===== src/rtl/oerv_ifetch.sv =====
// oerv_ifetch -- instruction fetch front end of the OERV core.
//
// Builds the fetch address from byte-serial PC data, runs one classic
// Wishbone read on the instruction bus, holds the returned word and hands it
// to the opcode and immediate decoders with a one-cycle o_wb_en strobe.
//
// Ports:
//   i_clk, i_rst     clock, asynchronous active-high reset
//   i_pc_en          PC byte valid this cycle (accepted only while idle)
//   i_pc_byte[7:0]   PC byte, least significant byte first
//   i_fetch          start a fetch of the assembled address
//   i_flush          discard any pending or held instruction
//   i_dec_ready      decoder can accept an instruction
//   o_ibus_adr[31:0] instruction bus address, always word aligned
//   o_ibus_cyc       instruction bus cycle/strobe
//   i_ibus_rdt[31:0] instruction bus read data
//   i_ibus_ack       instruction bus acknowledge
//   o_wb_en          one-cycle instruction-valid strobe to the decoders
//   o_wb_rdt[29:0]   instruction bits [31:2]
//   o_misalign       one-cycle pulse on a fetch of a non-word-aligned PC
//   o_busy           high whenever a fetch is in flight or a word is held
//
// Decoder handshake: a held word is offered while the state is HOLD. The
// decoder takes it on any edge where i_dec_ready is high (and no flush is
// present); o_wb_en then pulses for exactly the following cycle and o_wb_rdt
// stays unchanged through and after that pulse.
module oerv_ifetch #(
   parameter logic [31:0] RESET_PC = 32'h00000000
) (
   input  logic        i_clk,
   input  logic        i_rst,
   input  logic        i_pc_en,
   input  logic [7:0]  i_pc_byte,
   input  logic        i_fetch,
   input  logic        i_flush,
   input  logic        i_dec_ready,
   output logic [31:0] o_ibus_adr,
   output logic        o_ibus_cyc,
   input  logic [31:0] i_ibus_rdt,
   input  logic        i_ibus_ack,
   output logic        o_wb_en,
   output logic [29:0] o_wb_rdt,
   output logic        o_misalign,
   output logic        o_busy
);

   typedef enum logic [1:0] {
      IDLE = 2'd0,
      REQ  = 2'd1,
      HOLD = 2'd2
   } state_t;

   state_t      r_state;
   logic [31:0] r_adr_sr;
   logic [1:0]  r_byte_cnt;
   logic        r_cyc;
   logic        r_wb_en;
   logic        r_misalign;
   logic        r_flush_pend;
   logic [29:0] r_wb_rdt;

   logic        w_adr_aligned;

   assign w_adr_aligned = (r_adr_sr[1:0] == 2'b00);

   always_ff @(posedge i_clk or posedge i_rst) begin
      if (i_rst) begin
         r_state      <= IDLE;
         r_adr_sr     <= RESET_PC;
         r_byte_cnt   <= 2'd0;
         r_cyc        <= 1'b0;
         r_wb_en      <= 1'b0;
         r_misalign   <= 1'b0;
         r_flush_pend <= 1'b0;
         r_wb_rdt     <= 30'd0;
      end else begin
         // Both strobes are single-cycle pulses by construction.
         r_wb_en    <= 1'b0;
         r_misalign <= 1'b0;
         case (r_state)
            IDLE: begin
               if (i_pc_en) begin
                  r_adr_sr   <= {i_pc_byte, r_adr_sr[31:8]};
                  r_byte_cnt <= r_byte_cnt + 2'd1;
               end
               // The alignment test sees the address before this cycle's
               // shift, so a fetch coincident with i_pc_en uses the old PC.
               if (i_fetch) begin
                  if (!w_adr_aligned) begin
                     r_misalign <= 1'b1;
                  end else begin
                     r_state <= REQ;
                     r_cyc   <= 1'b1;
                  end
               end
            end
            REQ: begin
               // A Wishbone cycle cannot be aborted: a flush is only
               // remembered here and acted upon when the ack arrives.
               if (i_ibus_ack) begin
                  r_cyc    <= 1'b0;
                  r_wb_rdt <= i_ibus_rdt[31:2];
                  if (r_flush_pend || i_flush) begin
                     r_flush_pend <= 1'b0;
                     r_state      <= IDLE;
                  end else begin
                     r_state <= HOLD;
                  end
               end else if (i_flush) begin
                  r_flush_pend <= 1'b1;
               end
            end
            HOLD: begin
               if (i_flush) begin
                  r_state <= IDLE;
               end else if (i_dec_ready) begin
                  r_wb_en <= 1'b1;
                  r_state <= IDLE;
               end
            end
            default: begin
               r_state <= IDLE;
               r_cyc   <= 1'b0;
            end
         endcase
      end
   end

   assign o_ibus_adr = {r_adr_sr[31:2], 2'b00};
   assign o_ibus_cyc = r_cyc;
   assign o_wb_en    = r_wb_en;
   assign o_wb_rdt   = r_wb_rdt;
   assign o_misalign = r_misalign;
   assign o_busy     = (r_state != IDLE);

endmodule


===== config.mk =====
export PLATFORM = sky130hd
export DESIGN_NAME = oerv_ifetch
export DESIGN_NICKNAME = d
export VERILOG_FILES = /design/src/rtl/oerv_ifetch.sv
export SDC_FILE = /design/constraint.sdc
export NUM_CORES = 1
export LEC_CHECK = 0
export BUFFER_PORTS_ARGS = -buffer_cell sky130_fd_sc_hd__buf_2
export CORE_MARGIN = 5
export CORE_UTILIZATION = 43
export CTS_CLUSTER_DIAMETER = 30
export DETAILED_ROUTE_END_ITERATION = 16
export PLACE_DENSITY = 0.75
export SLEW_MARGIN = 40
export SYNTH_ARGS = -nofsm -noshare
export SYNTH_HDL_FRONTEND = slang
export SYNTH_SLANG_ARGS = --single-unit

===== constraint.sdc =====
create_clock -name i_clk -period 1.8 [get_ports i_clk]
set_input_delay 0 -clock i_clk [delete_from_list [all_inputs] [get_ports i_clk]]
set_output_delay 0 -clock i_clk [all_outputs]
set_load 0.05 [all_outputs]

# [Word level (Yosys, flattened, before mapping)]
# Index checks and enable logic that the tools add are counted.
[word_totals] register_bits=68 input_bits=47 out_inout_bits=66 wordCells=45
[op_classes] n_eq_ne=7 mux=20 bitwise=1 reduce_logical=10
[op_table] operator="$mux W1" n=12
[op_table] operator="$mux W2" n=6
[op_table] operator="$reduce_and A4 Y1" n=2
[op_table] operator="$ne A2 B2 Y1 const B" n=3
[op_table] operator="$pmux W2 S3" n=1
[op_table] operator="$logic_not A2 Y1" n=2
[op_table] operator="$reduce_and A2 Y1" n=2
[op_table] operator="$reduce_bool A2 Y1" n=2
[op_table] operator="$ne A3 B3 Y1 const B" n=1
[op_table] operator="$pmux W1 S3" n=1
[op_table] operator="$reduce_and A3 Y1" n=1
[op_table] operator="$eq A2 B1 Y1 const B" n=1
[op_table] operator="$eq A2 B2 Y1 const B" n=1
[op_table] operator="$ne A2 B1 Y1 const B" n=1
[op_table] operator="$logic_or A1 B1 Y1" n=1
[op_table] operator="$not A1 Y1" n=1

# [Logic depth before layout (Yosys ltp)]
[logic_depth] depth_word=4 depth_mapped=4 ltp_nobuf=2

# [Worst setup path before layout]
# No wires, ideal clock.
[synth_timing] kind="flip-flop to flip-flop" startpoint="reg r_state[1]" endpoint="reg r_adr_sr[24]" setup_time_ns=0.125 arrival_ns=1.284 required_ns=1.675 setup_slack_ns=0.391 stages_incl_launch_ff=5 path_buffers=2 period_less_slack_ns=1.409 path_cell_list="dfrtp_1 > buf_6 > nor3b_4 > buf_6 > mux2_2"
[synth_between] elab_chain_len=2
[synth_lines] item="start: declaration" line_no="53" source="state_t r_state;"
[synth_lines] item="start signal: assignment" line_no="68" source="r_state <= IDLE;"
[synth_lines] item="start signal: assignment" line_no="92" source="r_state <= REQ;"
[synth_lines] item="start signal: assignment" line_no="105" source="r_state <= IDLE;"
[synth_lines] item="$logic_not A2 Y1" line_no="80" source="case (r_state)"
[synth_lines] item="$reduce_and A2 Y1 (no line)"
[synth_lines] item="end signal: assignment" line_no="83" source="r_adr_sr <= {i_pc_byte, r_adr_sr[31:8]};"
[synth_lines] item="end: declaration" line_no="54" source="logic [31:0] r_adr_sr;"
# No other way between the ends.
# A chain may end at the register's enable or synchronous reset.

# [Worst setup path after layout]
[layout_timing] startpoint="reg r_state[1]" endpoint="reg r_wb_rdt[18] (netlist: o_wb_rdt[18])"
[layout_between] elab_chain_len=2
[layout_lines] item="$eq A2 B1 Y1" line_no="80"
[layout_lines] item="$reduce_and A2 Y1 (no line)"
[layout_lines] item="end signal: assignment" line_no="102" source="r_wb_rdt <= i_ibus_rdt[31:2];"
[layout_lines] item="end: declaration" line_no="60" source="logic [29:0] r_wb_rdt;"
# No other way between the ends.

==> metrics.md <==
| Metric | Value |
|---|---|
| Status | complete, no violations |
| Endpoints failing setup | 0 |
| Starting Density | 44.5% |
| Cts hold-fix bufs | 44 |
| First-pass GRT wire length | 9740 µm |
| Required @ worst endpoint | 2.01 ns |
| Routed via count | 1851 |
| Worst Reg-to-Reg Cells | 3 |
| Number of flops mapped to enable cells by yosys | 0 |
| Most common cell after layout, fill and taps aside | buf_2 |
| RR Startpoint | r_state[1] |
| Register area share after synthesis | 59.5% |
| TritonCTS clock tree | done |
| CTS Buf Count | 9 |
| Synth Area in Adders | 0% |
| Post-synthesis simple-gate area fraction | 3.59% |
| Commonest cells after routing, fill and taps aside | 108 x buf_2, 68 x dfrtp_1, 58 x mux2_2 |
| Htree depth | 3 |
| WS Path Type | reg2reg |
| Vias in the first global route | between 1500 and 2000 |
| Critical Path Source Type | flip-flop |
| CTS sink cnt | 68 |
| Count of final hold-check violations | 0 |
| Worst R2R End | o_wb_rdt[18] |
| Post-CTS Setup Inserts | 0 |
| Global router's overall resource usage | 14.9% |
| Dpl hpwl | 3740 µm |
| Setup crit end kind | flip-flop |
| Type of the worst min-delay path | in2async |
| CTS Root Cell | clkbuf_8 |
| FF+latch count, synth | 68 |
| Clk slew on worst S/H paths | 0.08 ns |
| Asr flop ratio synth | 100% |
| Synthesized instance count | between 150 and 200 |
| Placed insts | 337 |
| Die height | 91.5 µm |
| CORE AREA | 0.00642 mm² |
| Count of pins over their slew limit | 0 |
| Main combinational cell family by area after synthesis | multiplexers |
| Skew final | 0.00819 ns |
| R2R setup slack | 0.23 ns |
| Synthesized area per cell | 15.2 µm² |
| Post-cts resize count | 0 |
| Final period util | 87.5% |
| DRC Markers | 0 |
| Worst-case clock buffer depth | 2 |
| Compound-Gate Fraction of Synth Area | under 10% |
| CP delay by family, top | flip-flops |
| Netlist area before placement | ~0.0029 mm² |
| Nets@finish | about 360 |
| Number of distinct library cells after synthesis | 23 |
| MaxCap Viol Count | 0 |
| Final Critical Period | between 1.5 and 2 ns |
| Critical path arrival | 1.79 ns |
| Crit-path slowest cell | dfrtp_1 |
| Crit-path cells | nand3b_4 -> buf_4 -> mux2_2 |
| DIE AREA | 0.00838 mm² |
| Routed length per instance | 15.0 µm |
| Top_reg_cell synth | dfrtp_1 |
| Critical path depth in cells | 3 |
| GP Congestion | 0.693 |
| Row cnt | 29 |
| Worst path bufs/invs | 1 |
| Initial antenna violation count | 0 |
| Post-synthesis xor/xnor area fraction | 0% |
| Unrepaired setup endpoints after global routing | false |
| IO Count | 113 |
| DRT iter0 DRCs | 18 |
| Layout cell share with drive strength beyond 1 | 59.7% |
| CP peak stage delay | 0.50 ns |
| Yosys warning total | 0 |
| Skew-Pair Late Insertion Delay | between 0.3 and 0.4 ns |
| WL final | 5960 µm |
| Area grow syn2layout | 36.5% |
| CP max FO | 32 |
| Largest net degree at the start of global routing | a little under 70 |
| Antenna diodes | 0 |
| Post-synthesis mux area share | between 20% and 30% |
| Layout Cells excl Fill | 397 |
| Setup TNS | 0 ns |
| Die width | 91.5 µm |
| Detailed Routing Iterations Pass 1 | 4 |
| Global route total overflow | 0 |
| Antenna viol nets, final | 0 |
| Max frequency | ~0.63 GHz |
| Vias/cell | 4.66 |
| Number of buffers added on ports | between 100 and 150 |
state kept, by name, summed over array words and instances (netlist names):
register / count
o_ibus_cyc: 1
o_misalign: 1
o_wb_en: 1
o_wb_rdt: 30
r_adr_sr: 32
r_flush_pend: 1
r_state: 2
logic make-up (layout without fill, tap and decap cells):
kind of cell / Yosys count / in the layout
buffers and inverters: 42 / 173
other: 1 / 2
multiplexers: 62 / 62
AND/OR/NAND/NOR: 10 / 10
AO/OA/AOI/OAI: 5 / 5
flip-flops: 68 / 68
metrics by stage:
step | hold slack [ns] | util, % | setup WS [ns] | cell area (µm²)
6_report | 0.292 | 60.7 | 0.225 | 3900
5_1_grt | 0.312 | 60.7 | 0.125 | 3900
4_1_cts | 0.305 | 60.7 | 0.215 | 3900
3_5_place_dp | 0.113 | 50.4 | 0.225 | 3240
3_3_place_gp | 0.106 | 50.4 | 0.261 | 3240
2_1_floorplan | 0.0699 | - | 0.0885 | 2860
synth_stat cells, types with 2 or more instances:
cell type	number	area, µm²
buf_2	3	15.0
dfrtp_1	68	1700
mux2_2	58	653
buf_6	5	56.3
buf_4	32	240
inv_1	2	7.51
mux2_1	4	45.0
cell type report:
type | count | area, µm²
multi-input cells | 79 | 842
repair buffers | 155 | 1030
clock buffers | 10 | 138
flip-flops and latches | 68 | 1700
clock inverters | 6 | 87.6
well taps | 77 | 96.3
fillers | 528 | 2520
inverters | 2 | 7.51
per-layer routing:
layer	track usage [%]	wire length [µm]
met4	9.80	189
met2	24.8	3180
met3	3.80	296
met1	16.8	2290
met5	0	0
worst max-delay path by stage:
stage / from / to
after floorplan: i_rst / o_ibus_cyc
after global placement: r_state[1] / o_wb_rdt[9]
after detailed placement: r_state[1] / o_wb_rdt[18]
after CTS: r_state[1] / o_wb_rdt[18]
after global routing: r_state[1] / o_wb_rdt[18]
final: r_state[1] / o_wb_rdt[18]
worst reg2reg max path, delay by kind of cell (launching register included):
family	cells	cell delay, ns
buf+inv	1	0.37
mux	1	0.40
simple gates	1	0.19
flops	1	0.50
Power is not shown: default switching activity piles up to over one toggle a cycle in this logic, so the estimate is an artifact.
